File: src/rtl/aiv_capture_sequencer.sv
// Capture sequencer for regenerated-sync AIV RGB111 video into a double-banked line buffer.
// Counts pixels/lines from PAL 576i sync and hands finished lines to the SCART reader.
//
// state  | meaning
// IDLE   | capture off, waiting for a field start with enable high
// WAIT_V | waiting for an hsync edge that opens a line inside the vertical window
// WAIT_H | line selected, waiting for the first horizontal pixel
// CAPT   | writing pixels of the current line
// DONE   | line complete, publish it to the reader or count it as dropped
module aiv_capture_sequencer #(
    parameter int H_START  = 140,
    parameter int H_ACTIVE = 640,
    parameter int V_START  = 23,
    parameter int V_ACTIVE = 288,
    parameter int ADDR_W   = 10,
    parameter int LINE_W   = 9
) (
    input  logic              sysClock,
    input  logic              nReset,
    input  logic              pixelEn,
    input  logic              hsync,
    input  logic              vsync,
    input  logic              isFieldOdd,
    input  logic              enable,
    input  logic              bankAck,
    output logic              wrEn,
    output logic [ADDR_W-1:0] wrAddr,
    output logic              wrBank,
    output logic              readyValid,
    output logic              readyBank,
    output logic [LINE_W-1:0] readyLine,
    output logic              readyField,
    output logic [7:0]        overrunCnt,
    output logic              truncFlag
);

    localparam int PIX_W = $clog2(H_START + H_ACTIVE + 1) + 1;
    localparam logic [PIX_W-1:0]  PIX_FIRST  = PIX_W'(H_START);
    localparam logic [PIX_W-1:0]  PIX_LAST   = PIX_W'(H_START + H_ACTIVE - 1);
    localparam logic [ADDR_W-1:0] ADDR_LAST  = ADDR_W'(H_ACTIVE - 1);
    localparam logic [LINE_W-1:0] LINE_FIRST = LINE_W'(V_START);
    localparam logic [LINE_W-1:0] LINE_LAST  = LINE_W'(V_START + V_ACTIVE - 1);
    localparam logic [LINE_W-1:0] IDX_LAST   = LINE_W'(V_ACTIVE - 1);

    typedef enum logic [2:0] {IDLE, WAIT_V, WAIT_H, CAPT, DONE} state_t;

    state_t             state;
    logic               hsyncPrev;
    logic               vsyncPrev;
    logic [PIX_W-1:0]   pixCnt;
    logic [LINE_W-1:0]  lineCnt;
    logic               fieldOdd;

    logic               hsEdge;
    logic               vsEdge;
    logic [LINE_W-1:0]  lineNext;
    logic [LINE_W-1:0]  lineIdx;
    logic               lineInRange;
    logic               pixInRange;

    always_comb begin
        hsEdge      = hsync & ~hsyncPrev;
        vsEdge      = vsync & ~vsyncPrev;
        lineNext    = (&lineCnt) ? lineCnt : lineCnt + LINE_W'(1);
        lineIdx     = lineCnt - LINE_FIRST;
        lineInRange = (lineNext >= LINE_FIRST) && (lineNext <= LINE_LAST);
        pixInRange  = (pixCnt >= PIX_FIRST) && (pixCnt <= PIX_LAST);
    end

    always_ff @(posedge sysClock or negedge nReset) begin
        if (!nReset) begin
            state      <= IDLE;
            hsyncPrev  <= 1'b0;
            vsyncPrev  <= 1'b0;
            pixCnt     <= '0;
            lineCnt    <= '0;
            fieldOdd   <= 1'b0;
            wrEn       <= 1'b0;
            wrAddr     <= '0;
            wrBank     <= 1'b0;
            readyValid <= 1'b0;
            readyBank  <= 1'b0;
            readyLine  <= '0;
            readyField <= 1'b0;
            overrunCnt <= '0;
            truncFlag  <= 1'b0;
        end else begin
            hsyncPrev <= hsync;
            vsyncPrev <= vsync;

            if (vsEdge)
                lineCnt <= '0;
            else if (hsEdge)
                lineCnt <= lineNext;

            if (hsEdge)
                pixCnt <= '0;
            else if (pixelEn && !(&pixCnt))
                pixCnt <= pixCnt + PIX_W'(1);

            if (vsEdge)
                fieldOdd <= isFieldOdd;

            wrEn <= 1'b0;

            // The ack is applied first so a DONE in the same cycle sees a free slot.
            if (readyValid && bankAck)
                readyValid <= 1'b0;

            if (!enable) begin
                state <= IDLE;
            end else begin
                case (state)
                    IDLE: begin
                        if (vsEdge)
                            state <= WAIT_V;
                    end
                    WAIT_V: begin
                        if (!vsEdge && hsEdge && lineInRange)
                            state <= WAIT_H;
                    end
                    WAIT_H: begin
                        if (vsEdge) begin
                            state <= WAIT_V;
                        end else if (hsEdge) begin
                            state <= lineInRange ? WAIT_H : WAIT_V;
                        end else if (pixelEn && pixCnt == PIX_FIRST) begin
                            wrEn   <= 1'b1;
                            wrAddr <= '0;
                            state  <= CAPT;
                        end
                    end
                    CAPT: begin
                        // Leave only once the last write has actually been presented.
                        if (wrEn && wrAddr == ADDR_LAST) begin
                            state <= DONE;
                        end else if (vsEdge || hsEdge) begin
                            truncFlag <= 1'b1;
                            state     <= WAIT_V;
                        end else if (pixelEn && pixInRange) begin
                            wrEn   <= 1'b1;
                            wrAddr <= ADDR_W'(pixCnt - PIX_FIRST);
                        end
                    end
                    DONE: begin
                        if (readyValid && !bankAck) begin
                            if (overrunCnt != 8'hFF)
                                overrunCnt <= overrunCnt + 8'd1;
                        end else begin
                            readyValid <= 1'b1;
                            readyBank  <= wrBank;
                            readyLine  <= lineIdx;
                            readyField <= fieldOdd;
                            wrBank     <= ~wrBank;
                        end
                        state <= (!vsEdge && lineIdx == IDX_LAST) ? IDLE : WAIT_V;
                    end
                    default: state <= IDLE;
                endcase
            end
        end
    end

endmodule

File: config.mk
export PLATFORM = sky130hd
export DESIGN_NAME = aiv_capture_sequencer
export DESIGN_NICKNAME = d
export VERILOG_FILES = /design/src/rtl/aiv_capture_sequencer.sv
export SDC_FILE = /design/constraint.sdc
export NUM_CORES = 1
export LEC_CHECK = 0
export CAP_MARGIN = 5
export CORE_UTILIZATION = 30
export CTS_CLUSTER_SIZE = 14
export DETAILED_ROUTE_END_ITERATION = 8
export SYNTH_ARGS = -nofsm -noshare
export SYNTH_HDL_FRONTEND = slang
export SYNTH_SLANG_ARGS = --single-unit
File: constraint.sdc
create_clock -name sysClock -period 4.22 [get_ports sysClock]
set_input_delay 0.422 -clock sysClock [delete_from_list [all_inputs] [get_ports sysClock]]
set_output_delay 0.422 -clock sysClock [all_outputs]
set_load 0.01 [all_outputs]
== Yosys cells after proc, flatten, opt, wreduce, memory -nomap -nowiden ==
Index checks and enable logic that the tools add are counted.

* Logic and storage cells: 110
* Register bits after elaboration: 59
* Output and inout bits: 33

* Mux-type cells: 35
* $lt $le $gt $ge: 4
* Equal/unequal tests: 18
* Bitwise gates (word level): 7
* Add/subtract/negate cells: 5
* Reductions and logical operators: 26

{| class="wikitable"
|+ Operator list
! cell !! count
|-
| 10-bit two-way mux || 6
|-
| 9-bit two-way mux || 3
|-
| 3-bit two-way mux || 8
|-
| 11-bit two-way mux || 2
|-
| 10-bit one-hot mux with 2 select lines || 1
|-
| 3-bit one-hot mux with 5 select lines || 1
|-
| 1-bit two-way mux || 12
|-
| 2-bit inequality test (second input constant) || 6
|-
| 4-bit AND reduction || 3
|-
| 11-bit by 1-bit adder with 11-bit output (second input constant) || 1
|-
| 11-bit by 8-bit == test with 1-bit output (second input constant) || 1
|-
| 11-bit by 8-bit >= comparator with 1-bit output (second input constant) || 1
|-
| 11-bit by 10-bit less-or-equal comparator with 1-bit output (second input constant) || 1
|-
| 1-bit logical AND || 11
|-
| 11-bit AND reduction || 1
|-
| 10-bit == test (second input constant) || 1
|-
| 10-bit by 8-bit subtractor with 10-bit output (second input constant) || 1
|-
| 9-bit by 1-bit adder with 9-bit output (second input constant) || 1
|-
| 9-bit == test (second input constant) || 1
|-
| 9-bit by 5-bit >= comparator with 1-bit output (second input constant) || 1
|-
| 9-bit less-or-equal comparator (second input constant) || 1
|-
| 9-bit AND reduction || 1
|-
| 9-bit by 5-bit subtractor with 9-bit output (second input constant) || 1
|-
| 8-bit by 1-bit adder with 8-bit output (second input constant) || 1
|-
| 17 further kinds || 28
|}

== Longest topological paths before layout ==
* Depth in word-level cells: 9
* Gate-level depth with buffers: 9

== Worst setup path before layout ==
Ideal clock, no wire load.

* Kind: flip-flop to flip-flop
* Start point: reg pixCnt[5]
* End point: reg wrAddr[0]
* Path buffers: 3
* Slack: 1,867 ps
* Arrival: 2,228 ps
* Setup time: 125 ps
* Cell stages (with the launch flop): 10
* Required time: 4,095 ps
* Path through: dfrtp_1 buf_6 or3_4 buf_6 o21a_1 nor4_2 nor4b_2 o2111ai_2 buf_6 mux2_4

* Longest elaborated chain between the ends: 5

{| class="wikitable"
|+ RTL lines
! what !! line !! source
|-
| from (decl) || 50 || <nowiki>logic [PIX_W-1:0] pixCnt;</nowiki>
|-
| from (signal assigned) || 99 || <nowiki>pixCnt <= pixCnt + PIX_W'(1);</nowiki>
|-
| 11-bit by 8-bit >= comparator with 1-bit output / 11-bit by 10-bit less-or-equal comparator with 1-bit output (equally long branches) || 67 || <nowiki>pixInRange = (pixCnt >= PIX_FIRST) && (pixCnt <= PIX_LAST);</nowiki>
|-
| 1-bit logical AND || 67 ||
|-
| 1-bit logical AND || 140 || <nowiki>end else if (pixelEn && pixInRange) begin</nowiki>
|-
| 2-bit inequality test (no line) || - ||
|-
| 8-bit AND reduction (no line) * || - ||
|-
| to (signal assigned) || 142 || <nowiki>wrAddr <= ADDR_W'(pixCnt - PIX_FIRST);</nowiki>
|-
| to (decl) || 27 || <nowiki>output logic [ADDR_W-1:0] wrAddr,</nowiki>
|}

Mark *: on every way between the ends. The rest lies on a longest branch, timed or not.
A chain may end at the register's enable or synchronous reset.

== Final worst setup path ==
* Start point: reg pixCnt[5]
* End point: reg wrAddr[9]

* Longest elaborated chain between the ends: 5

{| class="wikitable"
|+ RTL lines
! what !! line
|-
| 10-bit by 8-bit subtractor with 10-bit output, or another cell as far along || 142
|-
| 10-bit two-way mux / 1-bit logical AND (equally long branches) || 140, 67
|-
| 10-bit two-way mux / 1-bit logical AND (equally long branches) || 137, 140
|-
| 10-bit two-way mux / 2-bit inequality test (equally long branches) || -
|-
| 10-bit one-hot mux with 2 select lines / 8-bit AND reduction (equally long branches) || -
|}

Several ways; a longest one is shown, not always the timed one. The select of a mux whose other input is x is not followed.

==> results.json <==
{
  "cts.clk_slew.worst_paths_ps": 50,
  "yosysTopAreaCell": "dfrtp_1",
  "io_pins": 41,
  "avgSynthCellArea_sq_um": 9.55,
  "vias": 2757,
  "yosysSeqAreaShare_pct": 42.6,
  "skew_ps": 5.08,
  "cts_max_path_buffers": 2,
  "cp_max_fo": 11,
  "synth_fp_nets": 378,
  "initial_core_util_pct": 31.4,
  "final.period_utilization_pct": 65.1,
  "final-hold-violation-count": 0,
  "hold_class": "primary input to async pin",
  "crit_slowest_cell": "o2111ai_2",
  "antenna_found_initial": 0,
  "tns_ps": 0,
  "setup_viol": 0,
  "drv_slew": 0,
  "register_area_sq_mm": 0.00148,
  "worst_skew_pair.late_latency_ps": 330,
  "final_nets": 407,
  "synth.cell_area_sq_mm": 0.00347,
  "dp_hpwl_mm": 5.35,
  "numCtsBuffers": 9,
  "place.gp.congestion": 0.886,
  "routed_via_density": 5.13,
  "max_freq_ghz": 0.364,
  "synth-seq-cells": 59,
  "synthFlopType": "dfrtp_1",
  "cellPowerDensity_mw_per_mm2": 361,
  "wire_per_inst_um": 14.3,
  "postCtsSetupRepairBufs": 0,
  "outcome": "complete, no violations",
  "nFillCells": 1111,
  "period_minus_slack_ps": 2750,
  "tightest_slew_ps": 849,
  "die_width_um": 110,
  "synthArstFlopShare_pct": 100,
  "p_leak_nw": 1.81,
  "area_growth_pct": 21.3,
  "rows": 38,
  "cp.arrival_ps": 2950,
  "cts_sinks": 59,
  "tritoncts": "done",
  "dp_cells": 521,
  "rsz0062_at_grt": "false",
  "first_pass_iters": 4,
  "port_buffers": 40,
  "cp_cell_sequence": "or3_4 > o21a_1 > nor4_2 > nor4b_2 > o2111ai_2 > mux2_1",
  "post-route-drc-count": 0,
  "multi_input_area_sq_mm": 0.00179,
  "post_cts_resized": 0,
  "critPathMaxStageDelay_ps": 710,
  "synth_cell_types": 64,
  "die_area_sq_mm": 0.0120,
  "diodes": 0,
  "slew_headroom_pct": 43.4,
  "ant_nets": 0,
  "synth_common_cells": "dfrtp_1 (59), nor2_1 (37), nand2_1 (33), o21ai_0 (21), xnor2_1 (18)",
  "yosysMostFrequentCell": "dfrtp_1",
  "drive_gt1_share_pct": 11.1,
  "worstSetupPathType": "flip-flop to flip-flop",
  "netlist_instances": 363,
  "track_usage_pct": 14.1,
  "first_global_vias": 2685,
  "synth_edf_count": 0,
  "synthTopCellsByArea": "dfrtp_1 (43%), xnor2_1 (4.5%), nor2_1 (4.0%)",
  "gr-total-overflow": 0,
  "maxCapViolCount": 0,
  "drt_iter0_drc": 67,
  "clockRootBuffer": "clkbuf_16",
  "stdcell_count": 537,
  "ys_warn_count": 0,
  "start_kind": "flip-flop",
  "htreeDepth": 3,
  "synth_top_area_share_pct": 42.6,
  "wirelength_mm": 7.66,
  "grt_first_pass_wirelength_mm": 13.0,
  "max-vdd-ir-drop_mv": 0.274,
  "cp.required_ps": 4430,
  "cts_hold_buf": 0,
  "die_h_um": 110,
  "grt_max_degree": 60,
  "crit_path_end_kind": "flip-flop",
  "core_sq_mm": 0.0110
}
## where the power goes
| group | leakage (nW) | internal [W] | total [W] | switching, W |
|---|---|---|---|---|
| Sequential | 0.798 | 0.000592 | 0.000637 | 0.0000450 |
| Combinational | 0.870 | 0.0000704 | 0.000163 | 0.0000923 |
| Clock | 0.145 | 0.000469 | 0.000718 | 0.000249 |
| Total | 1.81 | 0.00113 | 0.00152 | 0.000387 |
## worst max-delay path: cells and delay by family, from the launching register on
kind,cells,cell delay [ps]
compound gates,2,960
mux,1,380
simple gates,3,820
flops,1,470
## cells by family (layout without fill, tap and decap cells)
kind of cell               Yosys count  count (layout)  synth area share [%]
AOI/OAI and AO/OA                   69              69                  14.0
DFF                                 59              59                  42.6
buffers and inverters               37              71                  5.67
muxes                               17              17                  6.35
adders and majority gates            7               7                  2.53
xor gates and xnor gates            25              25                  6.32
and+or+nand+nor                    149             149                  22.6
## state kept, by name, summed over array words and instances, names as in the netlist
name,cells
readyBank,1
lineCnt,9
wrBank,1
fieldOdd,1
wrEn,1
vsyncPrev,1
state,3
overrunCnt,8
truncFlag,1
readyLine,9
pixCnt,11
readyValid,1
readyField,1
hsyncPrev,1
wrAddr,10
## layer usage
layer	track usage [%]	wire length, um	vias up
met1	18.2	3600	1329
met4	6.38	167	0
li1	-	-	1339
met5	0	0	-
met2	21.8	3480	74
met3	4.09	417	15
## final cells by class
type / instances / area share, %
clock buffers: 11 / 5.77
clock inverters: 5 / 1.25
inverters: 12 / 1.07
multi-input cells: 267 / 42.7
flip-flops and latches: 59 / 35.1
well taps: 140 / 4.17
repair buffers: 43 / 9.94
## path summary, 6_finish.rpt
path | cells after the start | to | from | slack (ps)
max | 6 | wrAddr[9]$_DFFE_PN0P_ | pixCnt[5]$_DFFE_PN0P_ | 1470
min | 2 | wrBank$_DFFE_PN0P_ | nReset | 250
max reg2reg | 6 | wrAddr[9]$_DFFE_PN0P_ | pixCnt[5]$_DFFE_PN0P_ | 1470
min reg2reg | 1 | truncFlag$_DFFE_PN0P_ | truncFlag$_DFFE_PN0P_ | 480
max in group asynchronous | 2 | hsyncPrev$_DFF_PN0_ | nReset | 3450
min in group sysClock | 1 | truncFlag$_DFFE_PN0P_ | truncFlag$_DFFE_PN0P_ | 480
## cell usage in the layout, fill, tap and decap left out, types with 3 or more instances in the layout
cell	count
xor2_1	7
a31oi_1	3
clkbuf_16	9
mux2_2	3
nor2_1	37
ha_1	7
clkinv_2	3
or3_1	6
mux2_4	9
a211oi_1	3
dfrtp_1	59
nor4_1	3
nand2b_1	5
nand4_1	7
nand3_1	12
inv_1	11
and3_1	6
a21o_1	3
o31ai_1	4
nand2_1	33
xnor2_1	18
nor3_1	11
and2_1	5
a21oi_1	12
mux2i_1	4
clkdlybuf4s50_1	39
or4_1	3
buf_4	3
nor2b_1	4
o21ai_0	21
## per-stage QoR
stage               total power [W]  cell area, sq um  setup slack, ps  util, %  hold slack, ps
finish                      0.00152              4200             1470     38.1             255
global route                0.00159              4200             1350     38.1             333
CTS                         0.00154              4200             1470     38.1             281
detailed placement         0.000809              3910             1390     35.4             471
global placement           0.000803              3910             1430     35.4             457
floorplan                  0.000745              3470             1870        -             126
Note: power is estimated with default switching activity, not from simulation.
==> RTL edit, RTL diff (same settings) <==
Encoding of `state_t`: now one-hot (5 bits for 5 states).
--- a/src/rtl/aiv_capture_sequencer.sv
+++ b/src/rtl/aiv_capture_sequencer.sv
@@ -42,7 +42,7 @@
     localparam logic [LINE_W-1:0] LINE_LAST  = LINE_W'(V_START + V_ACTIVE - 1);
     localparam logic [LINE_W-1:0] IDX_LAST   = LINE_W'(V_ACTIVE - 1);
 
-    typedef enum logic [2:0] {IDLE, WAIT_V, WAIT_H, CAPT, DONE} state_t;
+    typedef enum logic [4:0] {IDLE = 5'b00001, WAIT_V = 5'b00010, WAIT_H = 5'b00100, CAPT = 5'b01000, DONE = 5'b10000} state_t;
 
     state_t             state;
     logic               hsyncPrev;
Behaviour: same outputs for any inputs over 10 cycles, from zero or initial values and one cycle with nReset low; not proved beyond that.
==> RTL edit against the unedited design <==
  * Non-clock buffer count unchanged
  * Routed wire length decreased by 2.2%
  * Clock skew increased by 0.0036 ns
  * Sequential cell count increased by 2
  * Total power increased by 4.1%
  * Largest cell class unchanged
  * Final area decreased by 0.51%
  * Area after synthesis decreased by 2.1%
  * Via count decreased by 1.2%
  * Worst setup slack got worse by 0.077 ns
==> RTL edit: results <==
[layout]
fin_nets = 398
finalNonFillerCells = 528
drive_above_1_share = 0.103

[place]
portBuffers = 40
dp_hpwl_mm = 5.28
dp.cells = 512
dp_slack_ns = 1.12
gp_congestion = 0.893
place_area_um2 = 3890

[global_routing]
grt_max_degree = 62
grt_use_total = 0.144
first_global_vias = 2593
grt_util_met3 = 0.0428
grt_util_met2 = 0.221
met1_usage = 0.191
grt_pass1_wl_mm = 12.9

[power]
p_total_mw = 1.58
p_leak_nw = 1.87
pg_comb_mw = 0.187
max-vdd-ir-drop_mv = 0.268
power_frac_clock = 0.461
p_sw_mw = 0.413

[timing]
max_freq_mhz = 354
fin_hold_ws_ns = 0.230
relSlewSlack = 0.475
clock_skew_ns = 0.00868

[route]
vias_per_cell = 5.16
drt-total-wl_mm = 7.49
drt-initial-drc-count = 154

[yosys]
synth_cell_types = 56
synth_mux_area_frac = 0.0615
synth_fa_ha_area_frac = 0.0258
synth_xor_area_frac = 0.0825
synth_compound_area_frac = 0.140
synth-seq-area-share = 0.450
synthTopCellsByArea = "dfrtp_1, xnor2_1, mux2_2"
synthArstFlopShare = 1.00
syn-num-nets = 366
netlist_top_cells_count = "dfrtp_1, nor2_1, nand2_1"
synthCells = 351

[critical_path]
r2r-end = "wrAddr[3]$_DFFE_PN0P_"
r2r_slack_ns = 1.40
cpLargestDelayFamily = "simple AND/OR/NAND/NOR gates"
cp_max_fo = 14
worst_path_max_delay_cell = "a2111oi_4"
rr_startpoint = "state[4]$_DFFE_PN0P_"

[outcome]
status = "finished clean"

[clock_network]
cts_resized = 0
RTL edit: changes by cell type after synthesis, moves of 4 or more:
| cell | unedited run | this run |
|---|---|---|
| o21ai_0 | 21 | 15 |
| buf_6 | 6 | 2 |
| xnor2_1 | 18 | 22 |
| a31oi_1 | 3 | 7 |
| or3_1 | 6 | 2 |
| clkbuf_1 | 13 | 18 |
| mux2_4 | 9 | 0 |
| nand2_1 | 33 | 25 |
| mux2_2 | 3 | 15 |
RTL edit: metal layers:
metal / vias up / wire (um) / part of all wire
li1: 1311 / - / -
met1: 1320 / 3620 / 0.48
met2: 80 / 3340 / 0.45
met3: 14 / 392 / 0.052
met4: 0 / 145 / 0.019
met5: - / 0 / 0
RTL edit: final cells by class:
class	instances	area, um^2
fillers	1093	6750
flip-flops and latches	61	1530
multi-input cells	256	1720
clock buffers	11	243
repair buffers	43	418
well taps	140	175
clock inverters	5	50.0
inverters	12	45.0
